## config.mk

```make
export PLATFORM = sky130hd
export DESIGN_NAME = min_pool
export DESIGN_NICKNAME = d
export VERILOG_FILES = /design/src/rtl/min_pool.sv
export SDC_FILE = /design/constraint.sdc
export NUM_CORES = 1
export LEC_CHECK = 0
export ABC_CLOCK_PERIOD_IN_PS = 5500
export CAP_MARGIN = 20
export CORE_ASPECT_RATIO = 0.6
export CORE_MARGIN = 2
export CORE_UTILIZATION = 54
export CTS_CLUSTER_SIZE = 12
export DETAILED_ROUTE_END_ITERATION = 8
export GPL_TIMING_DRIVEN = 0
export HOLD_SLACK_MARGIN = 0.05
export PLACE_DENSITY = 0.86
export SETUP_SLACK_MARGIN = 0.15
export SYNTH_ARGS = -nofsm -noshare
export SYNTH_HDL_FRONTEND = slang
export SYNTH_SLANG_ARGS = --single-unit
export TNS_END_PERCENT = 1
```

## constraint.sdc

```tcl
create_clock -name clk -period 5.5 [get_ports clk]
set_input_delay 1.375 -clock clk [delete_from_list [all_inputs] [get_ports clk]]
set_output_delay 1.375 -clock clk [all_outputs]
set_load 0.03 [all_outputs]
```

## src/rtl/min_pool.sv

```systemverilog
// Streaming FP32 min-pooling over windows of WINDOW elements with early flush.
// Optional MIN_POOL_NAN_EN: a window containing any NaN yields the canonical quiet NaN.
module min_pool #(
   parameter int WINDOW = 4
) (
   input  logic        clk,
   input  logic        rst_n,
   input  logic        in_valid,
   output logic        in_ready,
   input  logic [31:0] in_data,
   input  logic        flush,
   output logic        out_valid,
   input  logic        out_ready,
   output logic [31:0] out_data,
   output logic [7:0]  out_count
);

   typedef enum logic [1:0] {
      IDLE  = 2'd0,
      ACCUM = 2'd1,
      HOLD  = 2'd2
   } state_t;

   localparam logic [7:0] WIN_LAST = 8'(WINDOW);

   state_t      state, state_next;
   logic [31:0] acc, acc_next;
   logic [7:0]  count, count_next;
   logic        accept;

   // Strict FP32 ordering on raw bits; +0 and -0 are equal.
   function automatic logic fp_less(input logic [31:0] a, input logic [31:0] b);
      logic res;
      if (a[31] != b[31]) begin
         if ((a[30:0] == 31'd0) && (b[30:0] == 31'd0)) begin
            res = 1'b0;
         end else begin
            res = a[31];
         end
      end else if (a[31] == 1'b0) begin
         res = (a[30:0] < b[30:0]);
      end else begin
         res = (a[30:0] > b[30:0]);
      end
      return res;
   endfunction

`ifdef MIN_POOL_NAN_EN
   logic nan_flag, nan_next;

   function automatic logic is_nan(input logic [31:0] x);
      return (x[30:23] == 8'hFF) && (x[22:0] != 23'd0);
   endfunction
`endif

   assign accept    = in_valid && in_ready;
   assign in_ready  = rst_n && (state != HOLD);
   assign out_valid = (state == HOLD);
   assign out_count = (state == HOLD) ? count : 8'd0;
`ifdef MIN_POOL_NAN_EN
   assign out_data  = (state != HOLD) ? 32'd0 : (nan_flag ? 32'h7FC00000 : acc);
`else
   assign out_data  = (state == HOLD) ? acc : 32'd0;
`endif

   // Next-state, accumulator and count update.
   always_comb begin
      state_next = state;
      acc_next   = acc;
      count_next = count;
`ifdef MIN_POOL_NAN_EN
      nan_next   = nan_flag;
`endif
      case (state)
         IDLE: begin
            if (accept) begin
               acc_next   = in_data;
               count_next = 8'd1;
`ifdef MIN_POOL_NAN_EN
               nan_next   = is_nan(in_data);
`endif
               if ((count_next == WIN_LAST) || flush) begin
                  state_next = HOLD;
               end else begin
                  state_next = ACCUM;
               end
            end else begin
               state_next = IDLE;
            end
         end
         ACCUM: begin
            if (accept) begin
               if (fp_less(in_data, acc)) begin
                  acc_next = in_data;
               end else begin
                  acc_next = acc;
               end
               count_next = count + 8'd1;
`ifdef MIN_POOL_NAN_EN
               nan_next   = nan_flag | is_nan(in_data);
`endif
            end else begin
               count_next = count;
            end
            // A flush with nothing new still closes the non-empty partial window.
            if ((accept && (count_next == WIN_LAST)) || flush) begin
               state_next = HOLD;
            end else begin
               state_next = ACCUM;
            end
         end
         HOLD: begin
            if (out_ready) begin
               state_next = IDLE;
               count_next = 8'd0;
`ifdef MIN_POOL_NAN_EN
               nan_next   = 1'b0;
`endif
            end else begin
               state_next = HOLD;
            end
         end
         default: begin
            state_next = IDLE;
            count_next = 8'd0;
         end
      endcase
   end

   // State and datapath registers with synchronous active-low reset.
   always_ff @(posedge clk) begin
      if (!rst_n) begin
         state <= IDLE;
         acc   <= 32'd0;
         count <= 8'd0;
`ifdef MIN_POOL_NAN_EN
         nan_flag <= 1'b0;
`endif
      end else begin
         state <= state_next;
         acc   <= acc_next;
         count <= count_next;
`ifdef MIN_POOL_NAN_EN
         nan_flag <= nan_next;
`endif
      end
   end

endmodule

```

### Word level (Yosys, flattened, before mapping)

Cells that the tools add are included.

* register bits after elaboration: 42
* bits in latches: 0
* RAM bits: 0
* ROM bits: 0
* input bits: 37
* output and inout port bits: 42
* memories: 0

* add/sub/neg operators: 1
* $mul: 0
* div/mod/pow operators: 0
* magnitude comparators: 2
* eq/ne operators: 9
* shifts and indexed selects: 0
* mux-type cells: 21
* bitwise gates (word level): 0
* reduce and logical (&&, ||, !) cells: 11

Operator list (number)
* two-way mux 32 bit: 4
* one-hot mux 32 bit (2 select lines): 1
* logical NOT 31 bit: 2
* two-way mux 8 bit: 5
* > comparator 31 bit: 1
* less-than comparator 31 bit: 1
* one-hot mux 8 bit (3 select lines): 1
* adder 8 x 1 -> 8 bit, second input constant: 1
* equality test 8 x 3 -> 1 bit, second input constant: 1
* two-way mux 2 bit: 4
* != test 2 bit, second input constant: 4
* one-hot mux 2 bit (3 select lines): 1
* two-way mux 1 bit: 5
* logical AND 1 bit: 4
* AND reduction 4 bit: 1
* equality test 2 x 1 -> 1 bit, second input constant: 1
* equality test 2 bit, second input constant: 1
* logical NOT 2 bit: 1
* != test 2 x 1 -> 1 bit, second input constant: 1
* AND reduction 2 bit: 1
* nonzero test 2 bit: 1
* logical OR 1 bit: 1
* != test 1 bit: 1

### Depth between registers and ports, before layout

Gate-level depths: netlist of the first run.

* depth after elaboration: 10
* depth in mapped cells: 10
* gate-level depth less buffers: 9

### Worst setup path before layout of the first run

No wires, ideal clock.

* path type: input-to-reg
* start point: input in_data[29]
* end point: register acc[0]
* setup time: 72 ps
* arrival time: 3216 ps
* data required time: 5428 ps
* slack: 2213 ps
* cell stages on the path: 9
* cell sequence: ha_1 > a21oi_1 > nand2_1 > a221o_1 > a211oi_1 > a21oi_1 > o21ai_4 > buf_12 > mux2i_1

* longest elaborated chain between the ends: 8
* elaborated cells between the ends (all ways): 11
* classes of those cells: order compare (2); eq/ne (1); mux (5); reduce/logical (3)

Ends and longest elaborated chain
* from (decl): line 10 `input logic [31:0] in_data,`
* parallel branches: the longest is 3 deep, another holds less-than comparator 31 bit
* two-way mux 1 bit *: line 34 `if (a[31] != b[31]) begin`
* two-way mux 1 bit *: line 92 `if (accept) begin`
* two-way mux 1 bit *: line 74 `case (state)`
* != test 2 bit (no source line) *
* AND reduction 4 bit (no source line) *
* to (signal assigned): line 141 `acc <= acc_next;`
* to (decl): line 27 `logic [31:0] acc, acc_next;`

Every way passes the cells marked *. The select of a mux whose other input is x is not followed.
A chain may end at the register's enable or synchronous reset.

### Final worst setup path of the first run

* start point: input rst_n
* end point: output in_ready

* longest elaborated chain between the ends: 1

Ends and longest elaborated chain
* from (decl): line 7 `input logic rst_n,`
* logical AND 1 bit: line 57 `assign in_ready = rst_n && (state != HOLD);`
* to (decl): line 9 `output logic in_ready,`

No other way between the ends.

==> results of run 1 <==
-- state kept, by name, summed over array words and instances (netlist names) --
| register | count |
|---|---|
| acc | 32 |
| count | 8 |
| state | 2 |
-- power by group through the flow --
stage / Sequential, mW / Combinational [mW] / Clock [mW]
final: 0.352 / 0.223 / 0.245
after global routing: 0.356 / 0.244 / 0.258
after CTS: 0.351 / 0.219 / 0.246
after detailed placement: 0.359 / 0.216 / 0
after global placement: 0.357 / 0.204 / 0
after floorplan: 0.350 / 0.139 / 0
-- cells in the mapped netlist, drive strengths merged (2+ instances only) --
cell type / count
nor3: 2
xnor2: 2
and2b: 2
o211a: 2
and2: 41
a311oi: 2
a22oi: 4
clkbuf: 9
inv: 64
dfxtp: 42
a31oi: 2
buf: 7
nand2b: 2
a211oi: 2
ha: 32
and3: 2
dlygate4sd3: 2
nand3: 10
nor2: 17
nor3b: 3
a21o: 2
or3: 2
mux2i: 33
a21oi: 14
nor4: 17
nand4: 11
o21ai: 11
nand2: 46
nor2b: 4
-- cell usage in the layout (no fill, tap or decap), drive strengths merged, types with 3 or more instances in the layout --
cell	count
clkbuf	16
dfxtp	42
and2	41
nand3	10
clkdlybuf4s50	78
ha	32
nor4	17
o21ai	11
a22oi	4
mux2i	33
a21oi	14
nand4	11
buf	7
nor3b	3
inv	64
nand2	46
nor2b	4
nor2	17
-- worst paths after layout --
check / start / end / slack [ps] / cells past startpoint
worst max-delay path: rst_n / in_ready / 1220 / 4
worst min-delay path: acc[0]$_SDFFE_PN0P_ / acc[0]$_SDFFE_PN0P_ / 500 / 2
worst max register to register: acc[24]$_SDFFE_PN0P_ / acc[9]$_SDFFE_PN0P_ / 2760 / 10
worst min register to register: acc[0]$_SDFFE_PN0P_ / acc[0]$_SDFFE_PN0P_ / 500 / 2
-- worst register-to-register path: stages, from the launching register on --
cell,delay [ps]
dfxtp_1,410
inv_1,60
ha_1,300
nand4_1,190
nor2_1,70
a221o_1,320
a211oi_1,330
a21oi_1,180
o21ai_4,380
buf_12,200
mux2i_1,210
-- logic make-up (layout without fill, tap and decap cells) --
group                      count (synthesis)  in the layout
and+or+nand+nor                          162            162
DFF                                       42             42
xor gates and xnor gates                   3              3
muxes                                     33             33
buffers and inverters                     82            168
adders and majority gates                 32             32
AOI/OAI and AO/OA                         47             47
-- metrics by stage --
stage / utilization / instances / instance area, um2 / hold WS, ps
final: 0.7437 / 567 / 4202 / 497.8
after global routing: 0.7437 / 567 / 4202 / 514.1
after CTS: 0.7437 / 567 / 4202 / 498.1
after detailed placement: 0.7249 / 559 / 4095 / 486.8
after global placement: 0.7249 / 559 / 4095 / 470.3
after floorplan: - / 401 / 3214 / 459.1
-- metal layers --
| layer | track usage | up-vias | wire [um] |
|---|---|---|---|
| li1 | - | 1516 | - |
| met1 | 0.3648 | 1479 | 4277 |
| met2 | 0.4363 | 141 | 3891 |
| met3 | 0.06531 | 18 | 706 |
| met4 | 0.08108 | 0 | 127 |
| met5 | 0 | - | 0 |
-- layout make-up --
class / count / area share
inverter: 64 / 0.05718
multi-input combinational: 277 / 0.4738
sequential: 42 / 0.2001
timing repair buffer: 78 / 0.1858
buffer: 18 / 0.03395
clock buffer: 7 / 0.01817
tap: 80 / 0.02382
clock inverter: 1 / 0.007147
==> results.sh, run 1 <==
export IMPL_hp_class="flop to flop"
export IMPL_antenna_found_initial=0
export IMPL_totalNegativeSetupSlack_ps=0
export IMPL_crit_path_cell_trace="clkdlybuf4s50_1 -> inv_1 -> nor2_1 -> clkdlybuf4s50_1"
export IMPL_cts_resized=0
export IMPL_routedWlPerCell_um=15.88
export IMPL_synth_xor_area_frac=0.008174
export IMPL_avgSynthCellArea_um2=8.016
export IMPL_leakage_nw=1.924
export IMPL_drc=0
export IMPL_area_growth_pct=30.71
export IMPL_synth_top_area_frac=0.2616
export IMPL_endpoint_kind="primary output"
export IMPL_grt_max_degree=13
export IMPL_cts_max_level=2
export IMPL_power_internal_mw=0.5668
export IMPL_yosys_area_share_simple=0.2814
export IMPL_ys_flop_type="dfxtp_1"
export IMPL_die_y_um=63.76
export IMPL_numClockSinks=42
export IMPL_clkPwrFrac=0.299
export IMPL_drt_pass1_iterations=6
export IMPL_path_max_fanout=5
export IMPL_critPathBufInv=3
export IMPL_num_vias=3154
export IMPL_multi_input_area_um2=1991
export IMPL_cts_tree="done"
export IMPL_synth_warnings=0
export IMPL_routed_wl_mm=9.002
export IMPL_status="completed"
export IMPL_rsz0062_at_grt="no"
export IMPL_synth_top_area_cell="dfxtp_1"
export IMPL_place_gp_congestion=0.8735
export IMPL_fmax_mhz=233.7
export IMPL_slowest_stage="clkdlybuf4s50_1"
export IMPL_clock_skew_ps=11.87
export IMPL_finalPower_mw=0.8198
export IMPL_diodes=0
export IMPL_final_period_utilization=0.7781
export IMPL_max_slew_margin=0.6664
export IMPL_critPathRequiredTime_ps=4120
export IMPL_setup_viol=0
export IMPL_synth_cell_types=53
export IMPL_cts_made_buffers=5
export IMPL_fin_ws_ps=1220
export IMPL_hpwl_mm=7.143
export IMPL_seq_area_frac_synth=0.2616
export IMPL_pre_cts_ws_ps=1220
export IMPL_critPathArrivalTime_ps=2900
export IMPL_synth_top_family_by_area="simple AND/OR/NAND/NOR gates"
export IMPL_synth_mux_area_fraction=0.1028
export IMPL_p_comb_frac=0.272
export IMPL_worst_pin_slew_ps=495.9
export IMPL_core_area_um2=5649
export IMPL_crit_top_cell="clkdlybuf4s50_1"
export IMPL_ios=79
export IMPL_startpoint_type="input port"
export IMPL_seq_power_share=0.430
export IMPL_drt_iter0_drc=215
export IMPL_grt_pass1_vias=2966
export IMPL_max_stage_delay_ps=680
export IMPL_worst_skew_pair_late_latency_ps=300
export IMPL_vias_per_cell=5.563
export IMPL_area_sequential_um2=840.8
export IMPL_grt_pass1_wl_mm=14.32
export IMPL_port_buffers=78
export IMPL_p_per_area_nw_per_um2=195.1
export IMPL_synthArstFlopShare=0
export IMPL_synth_edff_count=0
export IMPL_clkTransAtPathRegs_ps=80
export IMPL_drive_above_1_share=0.04928
export IMPL_grt_ovfl_total=0
export IMPL_layout_nets=555
export IMPL_synth_area_um2=3214
export IMPL_syn_inst=401
export IMPL_ys_seq_elements=42
export IMPL_period_minus_slack_ps=4280
export IMPL_cts_root_buffer="clkbuf_8"
export IMPL_cts_hold_buffers=0
export IMPL_irDropWorstVdd_mv=0.1244
export IMPL_p_sw_frac=0.3087
export IMPL_slew_violations=0
export IMPL_synth_compound_area_frac=0.1024
export IMPL_die_x_um=103.6
export IMPL_grt_util_all_layers=0.2711
export IMPL_maxCapViolCount=0
export IMPL_rows=21
export IMPL_syn_num_nets=470
export IMPL_start_util=0.5690
export IMPL_clock_path_buffers=2
export IMPL_crit_type="input port to primary output"
export IMPL_die_area_um2=6606
export IMPL_synth_area_leaders="dfxtp_1, ha_1, mux2i_1"
export IMPL_path_delay_family="buffers and inverters"
export IMPL_cts_setup_buffers=0
export IMPL_final_fill_count=419
export IMPL_hold_viol_final=0
export IMPL_antenna_left=0
export IMPL_synth_fa_ha_area_frac=0.1246
export IMPL_p_switching_mw=0.2530
(Power assumes the default switching activity.)
==> run 2, diff against run 1 <==
--- a/config.mk
+++ b/config.mk
@@ -5,16 +5,16 @@
 export SDC_FILE = /design/constraint.sdc
 export NUM_CORES = 1
 export LEC_CHECK = 0
-export ABC_CLOCK_PERIOD_IN_PS = 5500
+export ABC_CLOCK_PERIOD_IN_PS = 3450
 export CAP_MARGIN = 20
 export CORE_ASPECT_RATIO = 0.6
 export CORE_MARGIN = 2
-export CORE_UTILIZATION = 54
+export CORE_UTILIZATION = 45
 export CTS_CLUSTER_SIZE = 12
 export DETAILED_ROUTE_END_ITERATION = 8
 export GPL_TIMING_DRIVEN = 0
 export HOLD_SLACK_MARGIN = 0.05
-export PLACE_DENSITY = 0.86
+export PLACE_DENSITY = 0.77
 export SETUP_SLACK_MARGIN = 0.15
 export SYNTH_ARGS = -nofsm -noshare
 export SYNTH_HDL_FRONTEND = slang
==> constraint.sdc (replaced) <==
create_clock -name clk -period 3.45 [get_ports clk]
set_input_delay 0.8625 -clock clk [delete_from_list [all_inputs] [get_ports clk]]
set_output_delay 0.8625 -clock clk [all_outputs]
set_load 0.03 [all_outputs]
==> run 2 against run 1 <==
Effect of this change:
- the flow now finishes with violations (DRC)
- final cell count grew 1.4%
- sequential share of layout area shrank 0.38 points
- via count shrank 3.1%
- final area grew 1.9%
- sequential cell count is the same
- highest routed layer unchanged
==> results.sh, run 2 (synthesized netlist as in run 1, its figures left out) <==
export IMPL_slew_violations=0
export IMPL_irDropWorstVdd_mv=0.1995
export IMPL_p_switching_mw=0.4416
export IMPL_worst_skew_pair_late_latency_ps=290
export IMPL_grt_pass1_vias=3016
export IMPL_p_per_area_nw_per_um2=327.6
export IMPL_p_sw_frac=0.3148
export IMPL_rsz0062_at_grt="yes"
export IMPL_ff2ff_path_depth=10
export IMPL_cts_root_buffer="clkbuf_16"
export IMPL_port_buffers=78
export IMPL_clkPwrFrac=0.347
export IMPL_area_growth_pct=33.24
export IMPL_final_common_cell="clkdlybuf4s50_1"
export IMPL_hpwl_mm=7.108
export IMPL_crit_start="state[1]$_SDFF_PN0_"
export IMPL_routed_wl_mm=8.975
export IMPL_grt_pass1_wl_mm=14.72
export IMPL_drt_pass1_iterations=7
export IMPL_final_cell_mix="clkdlybuf4s50_1, inv_1, nand2_1, dfxtp_1, and2_1"
export IMPL_max_slew_margin=0.6737
export IMPL_drt_iter0_drc=131
export IMPL_numClockSinks=42
export IMPL_power_internal_mw=0.9613
export IMPL_status="finished, violations left"
export IMPL_cts_tree="done"
export IMPL_core_area_um2=6792
export IMPL_ios=79
export IMPL_place_gp_congestion=0.8756
export IMPL_die_area_um2=7857
export IMPL_critPathArrivalTime_ps=2350
export IMPL_p_comb_frac=0.253
export IMPL_crit_path_cell_trace="buf_4 -> nor2b_4 -> clkbuf_1 -> and2_1 -> clkdlybuf4s50_1"
export IMPL_fin_ws_ps=232.8
export IMPL_top_register="acc"
export IMPL_seq_power_share=0.400
export IMPL_antenna_found_initial=0
export IMPL_drive_above_1_share=0.05943
export IMPL_dpl_cell_count=566
export IMPL_critPathRequiredTime_ps=2590
export IMPL_path_max_fanout=10
export IMPL_leakage_nw=1.955
export IMPL_vias_per_cell=5.313
export IMPL_grt_ovfl_total=0
export IMPL_reg2reg_to="acc[27]$_SDFFE_PN0P_"
export IMPL_clkTransAtPathRegs_ps=70
export IMPL_min_path_cells=2
export IMPL_crit_type="flop to primary output"
export IMPL_maxCapViolCount=0
export IMPL_period_minus_slack_ps=3217
export IMPL_worstHoldEndpoint="acc[15]$_SDFFE_PN0P_"
export IMPL_cts_max_level=2
export IMPL_start_util=0.4733
export IMPL_routedWlPerCell_um=15.61
export IMPL_hold_viol_final=0
export IMPL_num_vias=3055
export IMPL_startpoint_type="flop"
export IMPL_grt_util_all_layers=0.2320
export IMPL_worstReg2RegStart="acc[29]$_SDFFE_PN0P_"
export IMPL_setup_viol=0
export IMPL_diodes=0
export IMPL_antenna_left=0
export IMPL_fmax_mhz=310.8
export IMPL_clock_path_buffers=2
export IMPL_layout_nets=556
export IMPL_die_x_um=113.1
export IMPL_hold_slack_ps=492.7
export IMPL_violations="DRC"
export IMPL_drc=5
export IMPL_r2r_slack_ps=960
export IMPL_reg_top3="acc (32), count (8), state (2)"
export IMPL_clock_skew_ps=8.134
export IMPL_hp_class="flop to flop"
export IMPL_final_cell_count_no_fill=575
export IMPL_slowest_stage="clkdlybuf4s50_1"
export IMPL_hold_start="acc[15]$_SDFFE_PN0P_"
export IMPL_rows=23
export IMPL_final_period_utilization=0.9325
export IMPL_max_stage_delay_ps=690
export IMPL_cts_made_buffers=5
export IMPL_endpoint_kind="primary output"
export IMPL_die_y_um=69.47
export IMPL_worst_pin_slew_ps=489.5
export IMPL_pre_cts_ws_ps=-95.78
export IMPL_grt_max_degree=16
export IMPL_largest_reg_flops=32
export IMPL_post_route_util=0.6306
run 2: repair_timing:
item                                    CTS  global route
resized for setup                         1             2
setup buffers                             0             1
endpoints found under the setup margin    1            36
pin swaps                                 0             2
hold buffers                              0             0
cloned                                    0             0
run 2: worst max path at each step:
| stage | to | slack, ps |
|---|---|---|
| after floorplan | acc[0]$_SDFFE_PN0P_ | 680 |
| after global placement | acc[29]$_SDFFE_PN0P_ | -50 |
| after detailed placement | acc[7]$_SDFFE_PN0P_ | -100 |
| after CTS | acc[7]$_SDFFE_PN0P_ | 170 |
| after global routing | out_data[25] | 110 |
| final | out_data[4] | 230 |
run 2: metrics by stage:
stage | power, mW | area (um2) | TNS [ps]
final | 1.403 | 4283 | 0
after global routing | 1.470 | 4283 | 0
after CTS | 1.401 | 4253 | 0
after detailed placement | 0.9155 | 4104 | -2089
after global placement | 0.8988 | 4104 | -1358
after floorplan | 0.7792 | 3214 | 0
run 2: worst max-delay path, delay by kind of cell, from the launching register on:
kind	cells	cell delay, ps
buffers and inverters	3	1250
and+or+nand+nor	2	500
DFF	1	320
run 2: area by class of cell:
cell class | count | area, um2
fillers | 574 | 2509
repair buffers | 79 | 799.5
plain buffers | 18 | 142.6
clock buffers | 5 | 125.1
multi-input cells | 277 | 2001
clock inverters | 3 | 25.02
flip-flops and latches | 42 | 840.8
inverters | 64 | 240.2
well taps | 87 | 108.9
run 2: power by group through the flow:
stage / Clock (mW) / Combinational [mW] / Sequential [mW]
floorplan: 0 / 0.221 / 0.558
detailed placement: 0 / 0.344 / 0.572
finish: 0.487 / 0.355 / 0.562
global placement: 0 / 0.330 / 0.569
global route: 0.510 / 0.393 / 0.567
CTS: 0.493 / 0.348 / 0.561
run 2: per-layer routing:
metal	part of all wire	track usage	vias to the layer above
met3	0.076	0.04895	9
met2	0.43	0.3506	115
met5	0	0	-
li1	-	-	1534
met1	0.49	0.3403	1397
met4	0.0091	0.04743	0
